## src/rtl/ee357_mcpu_pkg.sv

```systemverilog
// Shared types and constants for the EE357 multicycle CPU memory interface.
// MCPU_MEM_ALIGN_CHK_EN (optional) enables misaligned-address rejection in the memory interface.
package ee357_mcpu_pkg;

    localparam int WORD_W = 32;
    localparam int ADDR_W = 30;

    typedef enum logic [1:0] {
        ST_IDLE = 2'd0,
        ST_WAIT = 2'd1,
        ST_DONE = 2'd2
    } state_t;

    // Primary opcode field values, ir[31:26]
    localparam logic [5:0] OP_RTYPE = 6'b000000;
    localparam logic [5:0] OP_J     = 6'b000010;
    localparam logic [5:0] OP_JAL   = 6'b000011;
    localparam logic [5:0] OP_BEQ   = 6'b000100;
    localparam logic [5:0] OP_BNE   = 6'b000101;
    localparam logic [5:0] OP_ADDI  = 6'b001000;
    localparam logic [5:0] OP_LW    = 6'b100011;
    localparam logic [5:0] OP_SW    = 6'b101011;

endpackage

```

## src/rtl/ee357_mcpu_wait_ctr.sv

```systemverilog
// Saturating wait-cycle counter; expired is high once LIMIT_CYCLES-1 un-acked cycles have elapsed.
module ee357_mcpu_wait_ctr #(
    parameter int LIMIT_CYCLES = 16
) (
    input  logic clk,
    input  logic rst,
    input  logic clear,
    input  logic enable,
    output logic expired
);
    localparam int CW = (LIMIT_CYCLES > 1) ? $clog2(LIMIT_CYCLES) : 1;
    localparam logic [CW-1:0] LAST = CW'(LIMIT_CYCLES - 1);

    logic [CW-1:0] count;

    // expired flags the final allowed cycle so the timeout lands on that edge
    assign expired = (count == LAST);

    always_ff @(posedge clk or negedge rst) begin
        if (!rst) begin
            count <= '0;
        end else if (clear) begin
            count <= '0;
        end else if (enable && !expired) begin
            count <= count + 1'b1;
        end
    end

endmodule

```

## src/rtl/ee357_mcpu_mem_if.sv

```systemverilog
// Multicycle CPU memory interface: one access at a time, IR/MDR capture, timeout abandon.
// Optional build macro: MCPU_MEM_ALIGN_CHK_EN (rejects misaligned word accesses).
module ee357_mcpu_mem_if
    import ee357_mcpu_pkg::*;
#(
    parameter int TIMEOUT_CYCLES = 16
) (
    input  logic              clk,
    input  logic              rst,
    input  logic              mr,
    input  logic              mw,
    input  logic              iord,
    input  logic              irw,
    input  logic [WORD_W-1:0] pc,
    input  logic [WORD_W-1:0] alu_out,
    input  logic [WORD_W-1:0] wdata,
    output logic              mem_req,
    output logic              mem_we,
    output logic [ADDR_W-1:0] mem_addr,
    output logic [WORD_W-1:0] mem_wdata,
    input  logic [WORD_W-1:0] mem_rdata,
    input  logic              mem_ack,
    output logic [WORD_W-1:0] ir,
    output logic [WORD_W-1:0] mdr,
    output logic              busy,
    output logic              err,
    output state_t            dbg_state
);
    // Handshake: mem_req rises on acceptance and holds mem_we/mem_addr/mem_wdata stable
    // until a one-cycle mem_ack (or timeout) is seen in WAIT; it drops on the following edge.

    state_t            state_q, state_d;
    logic [WORD_W-1:0] sel_addr;
    logic              cmd, misaligned, accept, reject, ack_hit, timeout, expired;
    logic              irw_q;

    assign sel_addr  = iord ? alu_out : pc;
    assign cmd       = mr | mw;
    assign dbg_state = state_q;

`ifdef MCPU_MEM_ALIGN_CHK_EN
    assign misaligned = |sel_addr[1:0];
`else
    logic unused_low;
    assign misaligned = 1'b0;
    assign unused_low = ^sel_addr[1:0];
`endif

    always_ff @(posedge clk or negedge rst) begin
        if (!rst) state_q <= ST_IDLE;
        else      state_q <= state_d;
    end

    always_comb begin
        state_d = state_q;
        accept  = 1'b0;
        reject  = 1'b0;
        ack_hit = 1'b0;
        timeout = 1'b0;
        case (state_q)
            ST_IDLE: begin
                if (cmd) begin
                    if (misaligned) begin
                        reject  = 1'b1;
                        state_d = ST_DONE;
                    end else begin
                        accept  = 1'b1;
                        state_d = ST_WAIT;
                    end
                end
            end
            ST_WAIT: begin
                if (mem_ack) begin
                    ack_hit = 1'b1;
                    state_d = ST_DONE;
                end else if (expired) begin
                    timeout = 1'b1;
                    state_d = ST_DONE;
                end
            end
            ST_DONE: state_d = ST_IDLE;
            default: state_d = ST_IDLE;
        endcase
    end

    ee357_mcpu_wait_ctr #(
        .LIMIT_CYCLES(TIMEOUT_CYCLES)
    ) u_wait_ctr (
        .clk    (clk),
        .rst    (rst),
        .clear  (accept),
        .enable ((state_q == ST_WAIT) && !mem_ack),
        .expired(expired)
    );

    always_ff @(posedge clk or negedge rst) begin
        if (!rst) begin
            mem_req   <= 1'b0;
            mem_we    <= 1'b0;
            mem_addr  <= '0;
            mem_wdata <= '0;
            irw_q     <= 1'b0;
            ir        <= '0;
            mdr       <= '0;
            busy      <= 1'b0;
            err       <= 1'b0;
        end else begin
            busy <= (state_d == ST_WAIT);
            // a simultaneous mr+mw is served as a read but still flagged
            err  <= reject | timeout | (accept & mr & mw);
            if (accept) begin
                mem_req   <= 1'b1;
                mem_we    <= mw & ~mr;
                mem_addr  <= sel_addr[WORD_W-1:2];
                mem_wdata <= wdata;
                irw_q     <= irw;
            end else if (ack_hit || timeout) begin
                mem_req <= 1'b0;
            end
            if (ack_hit && !mem_we) begin
                mdr <= mem_rdata;
                if (irw_q) ir <= mem_rdata;
            end
        end
    end

endmodule

```

## config.mk

```make
export PLATFORM = sky130hd
export DESIGN_NAME = ee357_mcpu_mem_if
export DESIGN_NICKNAME = d
export VERILOG_FILES = /design/src/rtl/ee357_mcpu_pkg.sv /design/src/rtl/ee357_mcpu_wait_ctr.sv /design/src/rtl/ee357_mcpu_mem_if.sv
export SDC_FILE = /design/constraint.sdc
export NUM_CORES = 1
export LEC_CHECK = 0
export ABC_AREA = 1
export CORE_MARGIN = 1
export CORE_UTILIZATION = 37
export CTS_CLUSTER_DIAMETER = 120
export DETAILED_ROUTE_END_ITERATION = 10
export PLACE_DENSITY = 0.86
export SYNTH_ARGS = -nofsm -noshare
export SYNTH_HDL_FRONTEND = slang
export SYNTH_SLANG_ARGS = --single-unit
```

## constraint.sdc

```tcl
create_clock -name clk -period 1.4 [get_ports clk]
set_clock_uncertainty 0.05 [all_clocks]
set_input_delay 0.35 -clock clk [delete_from_list [all_inputs] [get_ports clk]]
set_output_delay 0.35 -clock clk [all_outputs]
set_load 0.01 [all_outputs]
```

==> metrics.txt <==
status=finished with violations; failing checks=negative setup slack; routed wire length=18.27 mm; busiest grt layer=met2; WL/cell=15.74 microns; crit path buf inv count=5; DRT Pass-1 Iters=5; critical path required time=between 1.5 and 2 ns; first-pass GRT wire length=roughly 27 mm; Slew HR=74.13%; vias in the first global route=about 5400; post-route ant nets=0; post-DP HPWL=11.30 mm; number of diodes=0; most frequent cells in the layout=nand2_1, dfrtp_1, clkdlybuf4s50_1; die width=between 100 and 150 microns; Slew Limit Fails=0; DRT iter0 DRCs=between 200 and 300; CP top delay family=buffers and inverters; Mapped Cells=approximately 630; Die ar.=0.01594 sq mm; Max-Cap Viols=0; initial antenna violation count=0; placed inst area=approximately 0.0088 sq mm; Initial Util=37.72%; CP Launch Type=flip-flop; # setup viols final=~110; Avg Vias per Cell=4.786; syn nets=761; layout cells sized above 1=42.96%; CTS Buf Count=17; CP cell instances=buf_6, inv_4, nor2_4, buf_6, nand3_4, buf_12, clkbuf_16, nand2_2, o21ai_2; Core Rows=45; H-tree depth=4; critical path class=reg -> reg; detailed-route DRC error count=0; Warnings, synthesis=0; GRT Util Overall=21.91%; clk sink count=137; Worst EP arrival=1.75 ns; fin nets=1096; Worst Hold Class=in -> async; most common cell after layout, fill and taps aside=nand2_1; period utilization=107.4%; grt met1 use=a little over a quarter; via count=5557; final instance area=0.01003 sq mm; Setup crit end kind=flip-flop; fin crit period=1.503 ns; slowest CP cell=dfrtp_1; final count of hold timing violations=0; register bit count reported by yosys=around 140; grt ovf=0; CP dominant cell by count=buf_6; RePlAce Congestion=between 0.7 and 0.8; maximum vdd drop=0.001106 V; mean post-synth cell area=between 9 and 10 sq um; Tightest Pin Transition=0.3881 ns; Post-Place Setup Slack=-0.3775 ns; largest net degree at the start of global routing=63; number of port buffers=262; Worst-path clk slew=0.06 ns; maximum fanout along the worst path=5; core area=approximately 0.015 sq mm; Max Freq=0.6654 GHz; CTS root buf=clkbuf_16; synthesis-to-layout area growth=75.65%; Worst path max stage delay=0.38 ns; synthesized area=about 0.0057 sq mm; M2 GR Usage=between 30% and 40%; CTS max path bufs=2; Seq/Total Area, Yosys=60.01%; GRT met3 Usage=around 5.4%; CTS tree=yes; RSZ-0062 raised after global routing=true; synth unique cells=21; pwr dens=2154 mW/mm^2; die span in y=126.3 microns; clock latency on the worst-skew pair=around 0.42 ns; PnR worst setup slack=-0.1030 ns; I/O pin cnt=267; Pleak=0.005186 uW
## worst reg2reg max path, cell delays in order (launching register included)
cell and delay, ns:
dfrtp_1 0.38, buf_6 0.11, inv_4 0.03, nor2_4 0.10, buf_6 0.11, nand3_4 0.12
buf_12 0.20, clkbuf_16 0.16, nand2_2 0.07, o21ai_2 0.05
## stage by stage
stage / power [uW] / util [%] / TNS (ns) / std cells / hold slack (ns)
after floorplan: 10480 / - / 0 / 625 / 0.004409
after global placement: 15480 / 58.01 / -33.14 / 1085 / 0.2257
after detailed placement: 15770 / 58.01 / -37.19 / 1085 / 0.2276
after CTS: 19490 / 60.72 / -3.251 / 1150 / 0.3541
after global routing: 22820 / 66.25 / -14.50 / 1161 / 0.3816
final: 21610 / 66.25 / -5.221 / 1161 / 0.3677
## layer usage
layer | up-vias | share of wire (%)
met5 | - | 0
met4 | 0 | 2.5
met3 | 36 | 6.2
met2 | 234 | 51
met1 | 2652 | 40
li1 | 2635 | -
## timing repair
item | CTS | global route
cloned | 5 | 9
setup buffers | 27 | 4
gates resized for setup | 580 | 186
setup endpoints to repair | 137 | 134
pin swaps | 3 | 29
hold buffers | 1 | 0
endpoints found under the hold margin | 27 | 0
## report_power, final
part           internal [uW]  leakage (uW)  switching (uW)
logic                   4920       0.00320            5170
clock network           2640      0.000280            1770
registers               5820       0.00171            1290
total                  13400       0.00519            8230
## synth_stat cells
cell,instances,area [sq um]
buf_6,10,112.6
inv_2,2,7.510
ha_1,1,12.51
nand3_1,5,25.02
buf_2,14,70.07
nand3_4,1,17.52
o21ai_1,29,145.1
nand4_4,1,21.27
nor2_1,6,22.52
nand2_1,239,897.1
o21ai_0,64,320.3
clkbuf_1,5,18.77
inv_1,67,251.5
nand4_1,3,18.77
or2_2,1,6.260
dfrtp_1,137,3428
o21ai_2,33,289.0
nor2_4,1,11.26
a21oi_1,2,10.01
clkbuf_2,1,5.000
buf_4,3,22.52
## cells by family (layout without fill, tap and decap cells)
family                   after synthesis  count (layout)  synth area share [%]
AO/OA/AOI/OAI                        128             128                 13.38
adder cells (fa/ha/maj)                1               1                0.2190
buffers and inverters                102             450                 8.541
flip-flops                           137             137                 60.01
AND/OR/NAND/NOR                      257             257                 17.85
## area by class of cell
| class | count | area (sq um) |
|---|---|---|
| multi-input combinational | 386 | 2431 |
| sequential | 137 | 3428 |
| clock inverter | 13 | 145.1 |
| timing repair buffer | 349 | 3095 |
| fill | 1115 | 5111 |
| inverter | 69 | 266.5 |
| tap | 188 | 235.2 |
| clock buffer | 19 | 432.9 |
## final timing paths
check / from / depth (start not counted) / endpoint / slack [ns]
worst max-delay path: dbg_state[0] / 9 / mdr[15] / -0.10
worst min-delay path: rst / 2 / ir[10] / 0.37
worst max register to register: dbg_state[0] / 9 / mdr[15] / -0.10
worst min register to register: mem_wdata[29] / 2 / mem_wdata[29] / 0.42
max in group asynchronous: rst / 3 / ir[14] / 0.43
min in group clk: mem_wdata[29] / 2 / mem_wdata[29] / 0.42
## sequential cells by signal (all words and copies together) (netlist names)
register	flops
busy	1
dbg_state	2
err	1
ir	32
irw_q	1
mdr	32
mem_addr	30
mem_req	1
mem_wdata	32
mem_we	1
u_wait_ctr.count	4
Note: power is estimated with default switching activity, not from simulation.
==> edit: new RTL, same settings <==
Build with the macro `MCPU_MEM_ALIGN_CHK_EN` defined.
--- a/src/rtl/ee357_mcpu_mem_if.sv
+++ b/src/rtl/ee357_mcpu_mem_if.sv
@@ -1,5 +1,7 @@
 // Multicycle CPU memory interface: one access at a time, IR/MDR capture, timeout abandon.
 // Optional build macro: MCPU_MEM_ALIGN_CHK_EN (rejects misaligned word accesses).
+`define MCPU_MEM_ALIGN_CHK_EN
+
 module ee357_mcpu_mem_if
     import ee357_mcpu_pkg::*;
 #(
Behaviour: not the same (Yosys sat finds a counterexample within 4 cycles, from zero or initial values and one cycle with rst low).
==> edit against the unedited design <==
  * The flow still finishes with violations (setup timing)
  * Area after synthesis is 0.61% lower
  * Sequential cell count did not move
  * Worst setup slack is essentially flat
  * Power fell by 18%
  * Final cell count is 1.3% lower
  * Cell area decreased by 8.5%
  * Count of clock-buffer cells in the layout is 1 higher
  * Die area shrank 0.60%
  * First-iteration DRC count shrank 1.1%
  * Routed wire length down 1.8%
  * Critical endpoint is now mem_addr[10]
==> edit: results (changes against the unedited design) <==
metric,value,unit,change
hpwlAfterDp,11900,um,+5.6%
synthTopCellsByCount,"nand2_1, dfrtp_1, nand3_1",,
grt_max_degree,45,,-29%
insertion_delay,400,ps,-20 ps
setup_violations,103,,-7.2%
relSlewSlack,76.9,%,+2.7 points
track_usage,22.0,%,+0.092 points
wl_met2,9030,um,-3.5%
ir_drop,0.000873,V,-21%
critPathMaxFanout,20,,+15
grt_pass1_wl,27200,um,+0.54%
synth_cell_types,22,,+4.8%
vias_per_cell,4.82,,+0.71%
layout-drive-gt1-share,30.5,%,-13 points
finalWorstSetupSlack,-103,ps,+0.0240 ps
grt_pass1_vias,5357,,-1.6%
synth_nets,780,,+2.5%
synth_ff_type,dfrtp_1,,
io_buffers,266,,+1.5%
slowest_delay,410,ps,+30 ps
drt_first_iter_violations,272,,-1.1%
seq_area_frac_synth,60.4,%,+0.37 points
reg_top3,"ir (32), mdr (32), mem_wdata (32)",,
violations,setup timing,,
wl,17900,um,-1.8%
final_nets,1085,,-1.0%
dpl_cell_area,8720,um2,-0.75%
place_congestion,0.790,,-0.44%
wl_met1,7350,um,+0.23%
status,"finished, violations left",,
cts_max_path_buffers,2,,unchanged
p_leak,4.86,nW,-6.4%
## edit: changes by cell type after synthesis, moves of 6 or more
cell / delta
inv_1: -58
clkbuf_1: +11
nand3_1: +42
or2_2: +29
o21ai_1: -8
o21ai_0: -24
nand2_1: +64
buf_6: -6
o21ai_2: -33
## edit: final timing paths
path                               from      endpoint  slack, ps  cells past startpoint
max                        dbg_state[1]  mem_addr[10]       -100                      8
min in group clk                 ir[11]        ir[11]        410                      2
max reg2reg                dbg_state[1]  mem_addr[10]       -100                      8
max in group asynchronous           rst   mem_addr[1]        440                      3
min                                 rst        ir[25]        370                      2
min reg2reg                      ir[11]        ir[11]        410                      2
## edit: timing repair
item,4_1_cts,5_1_grt
resized for setup,533,54
setup buffers,16,1
setup endpoints to repair,133,138
hold endpoints to repair,24,0
pin swaps,2,4
cloned,1,6
hold buffers,1,0
## edit: logic make-up after synthesis
family | after synthesis | synth area share (%)
compound gates | 61 | 5.38
xor+xnor | 1 | 0.154
fa+ha+maj | 1 | 0.220
buf+inv | 46 | 4.16
flops | 137 | 60.4
simple gates | 398 | 29.7
## edit: cell type report
class | count | area [um2]
Sequential cell | 137 | 3430
Clock buffer | 20 | 467
Timing Repair Buffer | 321 | 2710
Clock inverter | 12 | 163
Multi-Input combinational cell | 461 | 2140
Inverter | 11 | 41.3
Fill cell | 1252 | 5570
Tap cell | 184 | 230
## edit: per-layer routing
layer | track usage (%) | vias to the layer above
met5 | 0 | -
met4 | 7.30 | 0
met3 | 6.67 | 32
met2 | 37.7 | 247
met1 | 26.3 | 2599
li1 | - | 2646
## edit: stage by stage
stage	setup TNS, ps	std cells	setup WS, ps
detailed placement	-43910	1089	-408
floorplan	0	644	19.2
global route	-11890	1146	-154
CTS	-3880	1139	-88.8
finish	-5380	1146	-103
global placement	-40090	1089	-366
## edit: report_power, final
| part | leakage (nW) | internal [mW] | switching (mW) | total (mW) |
|---|---|---|---|---|
| Sequential | 1.74 | 5.76 | 1.02 | 6.78 |
| Clock | 0.303 | 2.96 | 1.73 | 4.70 |
| Combinational | 2.82 | 2.92 | 3.38 | 6.29 |
